**src/rtl/hazard_unit_p.sv**
```systemverilog
// Decode-stage hazard unit: tracks in-flight writers per pipeline stage, selects the
// nearest forwarding source for rs/rt and raises a load-use stall when needed.
module hazard_unit_p #(
   parameter int REG_AW      = 4,
   parameter int NSTAGE      = 3,
   parameter int LOAD_LAT    = 1,
   parameter int LW_OP       = 6,
   parameter int ZERO_REG_EN = 1,
   localparam int FW_W       = $clog2(NSTAGE + 1)
) (
   input  logic              clk,
   input  logic              reset,
   input  logic [REG_AW-1:0] rs,
   input  logic [REG_AW-1:0] rt,
   input  logic [REG_AW-1:0] rd,
   input  logic              rw,
   input  logic [5:0]        op_code,
   input  logic              id_valid,
   input  logic              flush,
   output logic [FW_W-1:0]   fwa,
   output logic [FW_W-1:0]   fwb,
   output logic              stall,
   output logic [15:0]       stall_cnt
);

   // Entry k describes the instruction currently sitting in producer stage k.
   logic [REG_AW-1:0] trk_rd [1:NSTAGE];
   logic [NSTAGE:1]   trk_rw;
   logic [NSTAGE:1]   trk_ld;

   logic [NSTAGE:1]   match_a;
   logic [NSTAGE:1]   match_b;
   logic              load_hit_a;
   logic              load_hit_b;
   logic              issue;

   logic              rs_is_zero;
   logic              rt_is_zero;

   assign rs_is_zero = (ZERO_REG_EN != 0) && (rs == '0);
   assign rt_is_zero = (ZERO_REG_EN != 0) && (rt == '0);

   // NOTE: every always_comb output gets a default before any conditional write,
   // otherwise synthesis infers a latch to hold the value on untaken paths.
   always_comb begin
      match_a = '0;
      match_b = '0;
      for (int k = 1; k <= NSTAGE; k++) begin
         match_a[k] = trk_rw[k] && (trk_rd[k] == rs) && !rs_is_zero;
         match_b[k] = trk_rw[k] && (trk_rd[k] == rt) && !rt_is_zero;
      end
   end

   // Scanning from the oldest stage towards stage 1 lets the nearest match win.
   always_comb begin
      fwa        = '0;
      fwb        = '0;
      load_hit_a = 1'b0;
      load_hit_b = 1'b0;
      for (int k = NSTAGE; k >= 1; k--) begin
         if (match_a[k]) begin
            fwa        = FW_W'(k);
            load_hit_a = trk_ld[k] && (k <= LOAD_LAT);
         end
         if (match_b[k]) begin
            fwb        = FW_W'(k);
            load_hit_b = trk_ld[k] && (k <= LOAD_LAT);
         end
      end
   end

   // Flush squashes the decode instruction, so it can never be the one stalled.
   assign stall = id_valid && !flush && (load_hit_a || load_hit_b);
   assign issue = id_valid && !flush && !stall;

   // NOTE: the tracker is a handful of flops rather than a RAM, so it is cleared by
   // the async reset like any other register; the pipeline must restart empty.
   always_ff @(posedge clk or negedge reset) begin
      if (!reset) begin
         for (int k = 1; k <= NSTAGE; k++) begin
            trk_rd[k] <= '0;
         end
         trk_rw <= '0;
         trk_ld <= '0;
      end else begin
         // NOTE: non-blocking assignments make every stage read its neighbour's old
         // value, so the shift order inside the loop does not matter.
         for (int k = NSTAGE; k >= 2; k--) begin
            trk_rd[k] <= trk_rd[k-1];
            trk_rw[k] <= trk_rw[k-1];
            trk_ld[k] <= trk_ld[k-1];
         end
         if (issue) begin
            trk_rd[1] <= rd;
            trk_rw[1] <= rw;
            trk_ld[1] <= (op_code == 6'(LW_OP));
         end else begin
            trk_rd[1] <= '0;
            trk_rw[1] <= 1'b0;
            trk_ld[1] <= 1'b0;
         end
      end
   end

   always_ff @(posedge clk or negedge reset) begin
      if (!reset) begin
         stall_cnt <= '0;
      end else if (stall && (stall_cnt != 16'hFFFF)) begin
         stall_cnt <= stall_cnt + 16'd1;
      end
   end

endmodule
```
**config.mk**
```make
export PLATFORM = sky130hd
export DESIGN_NAME = hazard_unit_p
export DESIGN_NICKNAME = d
export VERILOG_FILES = /design/src/rtl/hazard_unit_p.sv
export SDC_FILE = /design/constraint.sdc
export NUM_CORES = 1
export LEC_CHECK = 0
export CORE_MARGIN = 4
export CORE_UTILIZATION = 50
export CTS_BUF_LIST = sky130_fd_sc_hd__clkbuf_8
export CTS_CLUSTER_DIAMETER = 30
export CTS_CLUSTER_SIZE = 28
export DETAILED_ROUTE_END_ITERATION = 16
export PLACE_DENSITY = 0.82
export SLEW_MARGIN = 20
export SYNTH_ARGS = -nofsm -noshare
export SYNTH_HDL_FRONTEND = slang
export SYNTH_SLANG_ARGS = --single-unit
export TNS_END_PERCENT = 5
```
**constraint.sdc**
```tcl
create_clock -name clk -period 2.3 [get_ports clk]
set_input_delay 0.46 -clock clk [delete_from_list [all_inputs] [get_ports clk]]
set_output_delay 0.46 -clock clk [all_outputs]
set_load 0.01 [all_outputs]
```
==> flow_summary.toml, run 1 <==
[final_layout]
final_cell_mix = "dfrtp_1, clkdlybuf4s50_1, xnor2_1, buf_4, nand4_1"
final_area_mm2 = 0.002471
post_layout_nonfiller_instances = 276
diodes = 0
nets = 255
syn2layout_area_growth_pct = 49.06
final_common_cell = "dfrtp_1"
drive_gt1_share_pct = 22.41

[detailed_routing]
firstDrtPassIters = 4
drcViolationCount = 0
vias_per_cell = 5.489
antenna_left = 0
vias = 1515
drtIter0Drc = 85
wl_mm = 4.308
routedWlPerCell_um = 15.61

[min_path]
min_path_type = "register to register"
worstHoldEndpoint = "trk_rw[3]$_DFF_PN0_"
worstHoldPathCells = 0
hp-start = "trk_rw[2]$_DFF_PN0_"

[yosys]
netlist_area_mm2 = 0.001658
ys_types = 31
synthArstFlopShare_pct = 100.0
postSynth.topFlopCell = "dfrtp_1"
syn_inst = 159
avgSynthCellArea_um2 = 10.43
ys_seq_area_share_pct = 48.30
synth_edf_count = 0
synth_nets = 183
ys_warn_count = 0
synth_seq_cells = 32

[place]
gp_congestion = 0.8785
post-place-ws_ps = -601.8
dp_hpwl_mm = 3.065
place_inst = 265
port_buffers = 43
place_area_mm2 = 0.002287

[pwr]
switching_share_pct = 23.07
p_clk_share_pct = 42.0
pwr-share-comb_pct = 11.7
seqPwrFrac_pct = 46.3
peakVddDrop_mv = 0.3533
finalPower_mw = 1.266
p_leak_nw = 1.074
netSwitchingPower_uw = 292.1
p_int_uw = 973.9
power.density_mw_per_mm2 = 512.3

[die]
rows = 20
fp.dieH_um = 65.58
die_w_um = 65.58
core-area_mm2 = 0.003103
start_util_pct = 53.43
die_area_mm2 = 0.004301
ios = 44

[timing]
hold_viol = 0
rsz0062_at_grt = "yes"
fmax_mhz = 432.2
finalMaxSlewViolations = 0
finalWorstSetupSlack_ps = -13.87
max_slew_margin_pct = 53.29
setup_viol = 2
fin_crit_ps = 2314
finalCritPeriodShare_pct = 100.6
finClkSkew_ps = 2.693
worstMarginPinSlew_ps = 694.2

[setup_path]
reg2reg_to = "stall_cnt[10]$_DFFE_PN0P_"
reg2reg_from = "trk_rd[11]$_DFF_PN0_"
cp_max_fo = 5
worst_ep_arrival_time_ps = 1850
crit_type = "primary input to output port"
rr_worst_depth = 8
end_kind = "output port"
cp.required_ps = 1840
r2r_slack_ps = 190
start_kind = "primary input"

[clocking]
clock-sinks = 32
cts_tree = "done"
clk_pin_slew_ps = 70
cts_max_path_buffers = 2
numCtsBuffers = 5
htreeDepth = 2
cts_root_buf = "clkbuf_8"
hold_buffers = 0
insertion_delay_ps = 290

[global_routing]
grt_pass1_wl_mm = 7.403
grt.total_usage_pct = 22.93
grt_pass1_vias = 1616
grt_max_degree = 33
antenna_found_initial = 0
overflow = 0

[run_status]
outcome = "finished, violations left"
violations = "setup timing"

[flow_run]
maxCapViolations = 0
## through the flow
stage / setup TNS [ps] / util [%] / hold slack (ps)
detailed placement: -6416 / 73.71 / 404.9
floorplan: 0 / - / 164.4
global route: -268.3 / 79.64 / 437.7
finish: -13.89 / 79.64 / 421.2
global placement: -4652 / 73.71 / 399.3
CTS: -5.447 / 79.07 / 419.8
## logic make-up after synthesis
group / after synthesis / synth area share (%)
AOI/OAI and AO/OA: 13 / 6.038
xor gates and xnor gates: 33 / 17.43
buffers and inverters: 3 / 1.283
adders and majority gates: 1 / 0.7546
DFF: 32 / 48.30
and+or+nand+nor: 76 / 25.28
muxes: 1 / 0.9054
## timing repair
item                                    in CTS  in global routing
buffers inserted                             3                  0
endpoints found under the hold margin        0                  0
endpoints found under the setup margin       5                 14
gates resized for setup                     35                  7
pin swaps                                    5                  4
## flip-flops by register name, indices dropped and copies added (netlist names)
| signal | flops |
|---|---|
| stall_cnt | 16 |
| trk_ld | 1 |
| trk_rd | 12 |
| trk_rw | 3 |
## cell type report
cell class	count	area, um^2
fill	212	631.9
clock inverter	3	38.79
tap	44	55.05
sequential	32	802.0
clock buffer	5	68.82
timing repair buffer	68	604.3
multi-input combinational	124	902.1
## cell usage after synthesis (3+ instances only)
| master | number | area, um^2 |
|---|---|---|
| a21oi_1 | 4 | 20.02 |
| and3_1 | 12 | 75.07 |
| dfrtp_1 | 32 | 800.8 |
| nand2_1 | 12 | 45.04 |
| nand3_1 | 11 | 55.05 |
| nand4_1 | 13 | 81.33 |
| nor2_1 | 8 | 30.03 |
| nor3_1 | 7 | 35.03 |
| o21ai_0 | 3 | 15.01 |
| xnor2_1 | 29 | 254.0 |
| xor2_1 | 4 | 35.03 |
## metal layers
metal | vias to the layer above | global-route usage (%) | wire length (um)
li1 | 715 | - | -
met1 | 739 | 27.02 | 1794
met2 | 49 | 38.05 | 2185
met3 | 12 | 5.470 | 215
met4 | 0 | 12.95 | 112
met5 | - | 0 | 0
## worst max path at each step
stage | from | to | slack [ps]
6_report | rt[2] | fwb[1] | -10
5_1_grt | rt[2] | fwb[1] | -110
4_1_cts | trk_rd[8]$_DFF_PN0_ | fwb[1] | -5
3_5_place_dp | rt[1] | fwb[1] | -600
3_3_place_gp | rt[1] | fwb[1] | -530
2_1_floorplan | rt[1] | fwb[1] | 390
## power by group through the flow
stage,Sequential [mW],Combinational [mW],Clock [mW]
after floorplan,0.592,0.0515,0
after global placement,0.594,0.132,0
after detailed placement,0.595,0.136,0
after CTS,0.585,0.141,0.543
after global routing,0.587,0.160,0.572
final,0.586,0.149,0.532
## worst max-delay path, stage by stage
cell,delay [ps]
dlygate4sd2_1,300
buf_4,170
xnor2_1,160
nand4_1,150
a21oi_1,210
nor2_1,80
nor2_1,80
clkdlybuf4s15_1,240
Power figures use the tool's default switching activity.
==> run 2, diff against run 1 <==
--- a/config.mk
+++ b/config.mk
@@ -11,7 +11,8 @@
 export CTS_CLUSTER_DIAMETER = 30
 export CTS_CLUSTER_SIZE = 28
 export DETAILED_ROUTE_END_ITERATION = 16
-export PLACE_DENSITY = 0.82
+export MAX_ROUTING_LAYER = met4
+export PLACE_DENSITY = 0.9
 export SLEW_MARGIN = 20
 export SYNTH_ARGS = -nofsm -noshare
 export SYNTH_HDL_FRONTEND = slang
==> flow_summary.toml, run 2 (synthesis gave the netlist of run 1 again) <==
[run_status]
outcome = "finished, violations left"
violations = "setup timing"

[clocking]
htreeDepth = 2
cts_tree = "done"
insertion_delay_ps = 290
hold_buffers = 0
clock-sinks = 32
numCtsBuffers = 5
clk_pin_slew_ps = 70
cts_max_path_buffers = 2
cts_root_buf = "clkbuf_8"

[setup_path]
worst_ep_arrival_time_ps = 1850
rr_worst_depth = 6
start_kind = "register"
end_kind = "output port"
reg2reg_from = "stall_cnt[1]$_DFFE_PN0P_"
reg2reg_to = "stall_cnt[1]$_DFFE_PN0P_"
crit_type = "register to output port"
r2r_slack_ps = 210
cp.required_ps = 1840
cp_max_fo = 3

[detailed_routing]
routedWlPerCell_um = 18.14
antenna_left = 0
drtIter0Drc = 102
vias_per_cell = 5.827
wl_mm = 4.915
drcViolationCount = 0
vias = 1579
firstDrtPassIters = 4

[die]
rows = 20
die_area_mm2 = 0.004301
fp.dieH_um = 65.58
core-area_mm2 = 0.003103
start_util_pct = 53.43
ios = 44
die_w_um = 65.58

[min_path]
min_path_type = "register to register"
worstHoldEndpoint = "trk_rd[2]$_DFF_PN0_"
worstHoldPathCells = 0
hp-start = "trk_rd[6]$_DFF_PN0_"

[global_routing]
antenna_found_initial = 0
grt.total_usage_pct = 23.92
grt_pass1_wl_mm = 7.576
grt_pass1_vias = 1629
grt_max_degree = 33
overflow = 0

[pwr]
p_leak_nw = 1.070
finalPower_mw = 1.144
netSwitchingPower_uw = 286.6
seqPwrFrac_pct = 51.4
p_int_uw = 857.0
p_clk_share_pct = 35.3
pwr-share-comb_pct = 13.3
power.density_mw_per_mm2 = 470.4
switching_share_pct = 25.06
peakVddDrop_mv = 0.3500

[flow_run]
maxCapViolations = 0

[timing]
hold_viol = 0
fmax_mhz = 432.5
fin_crit_ps = 2312
finalCritPeriodShare_pct = 100.5
finalWorstSetupSlack_ps = -12.01
max_slew_margin_pct = 51.96
rsz0062_at_grt = "yes"
setup_viol = 2
finClkSkew_ps = 7.098
finalMaxSlewViolations = 0
worstMarginPinSlew_ps = 714.1

[place]
place_area_mm2 = 0.002272
place_inst = 263
port_buffers = 43
dp_hpwl_mm = 3.335
gp_congestion = 0.9268

[final_layout]
diodes = 0
drive_gt1_share_pct = 23.35
nets = 251
post_layout_nonfiller_instances = 271
top_regs = "stall_cnt: 16 flops, trk_rd: 12 flops, trk_rw: 3 flops"
final_cell_mix = "dfrtp_1, clkdlybuf4s50_1, xnor2_1, buf_4, nand4_1"
final_area_mm2 = 0.002431
largest_register = "stall_cnt"
syn2layout_area_growth_pct = 46.64
final_common_cell = "dfrtp_1"
largest_reg_flops = 16
## run 2: changes by cell type in the layout (fill, tap and decap cells not counted), moves of 2 or more
cell / change
buf_4: -4
dlygate4sd2_1: -3
dlymetal6s2s_1: +3
clkdlybuf4s15_2: -2
nor2_1: -2
nor2_2: +2
## run 2: per-stage QoR
| stage | util, % | hold slack [ps] | setup WS, ps | setup TNS [ps] |
|---|---|---|---|---|
| finish | 78.35 | 434.0 | -12.01 | -20.85 |
| global route | 78.35 | 445.0 | -63.12 | -110.2 |
| CTS | 75.60 | 428.1 | -76.06 | -147.1 |
| detailed placement | 73.23 | 415.8 | -520.6 | -5843 |
| global placement | 73.23 | 405.1 | -459.1 | -4215 |
| floorplan | - | 164.4 | 385.6 | 0 |
## run 2: what timing repair did
action                     in CTS  in global routing
pin swaps                       2                  4
setup buffers                   0                  1
resized for setup              26                 23
gates cloned                    0                  0
setup endpoints to repair       5                 18
## run 2: worst max-delay path by stage
stage                         startpoint  endpoint  slack (ps)  cells after the start
floorplan                          rt[1]    fwb[1]         390                      5
global placement                   rs[2]    fwa[0]        -460                      7
detailed placement                 rt[1]    fwb[1]        -520                      6
CTS                                rs[3]     stall         -80                      8
global route        trk_rd[11]$_DFF_PN0_    fwb[0]         -60                      5
finish              trk_rd[11]$_DFF_PN0_    fwb[1]         -10                      6
## run 2: layer usage
metal  vias up  track usage (%)  wire, um
li1        709                -         -
met1       773            27.13      1958
met2        76            41.34      2485
met3        21            3.248       245
met4         0            11.92       225
met5         -                -         0
## run 2: power groups by stage
stage          combinational (mW)  clock [mW]  sequential, mW
3_5_place_dp                0.138           0           0.595
6_report                    0.152       0.404           0.588
4_1_cts                     0.139       0.402           0.585
2_1_floorplan              0.0515           0           0.592
5_1_grt                     0.163       0.434           0.588
3_3_place_gp                0.130           0           0.595
## run 2: worst max-delay path, cell delays in order, from the launching register on
cell,delay [ps]
dfrtp_1,460
xnor2_1,270
nand4_1,200
buf_4,210
nor2_2,130
nor2_1,60
clkdlybuf4s15_1,230
## run 2: layout make-up
type                    count  area [um^2]
fillers                   193        671.9
multi-input cells         124        918.4
clock inverters             2        8.758
clock buffers               5        68.82
well taps                  44        55.05
repair buffers             64        578.1
flip-flops and latches     32        802.0
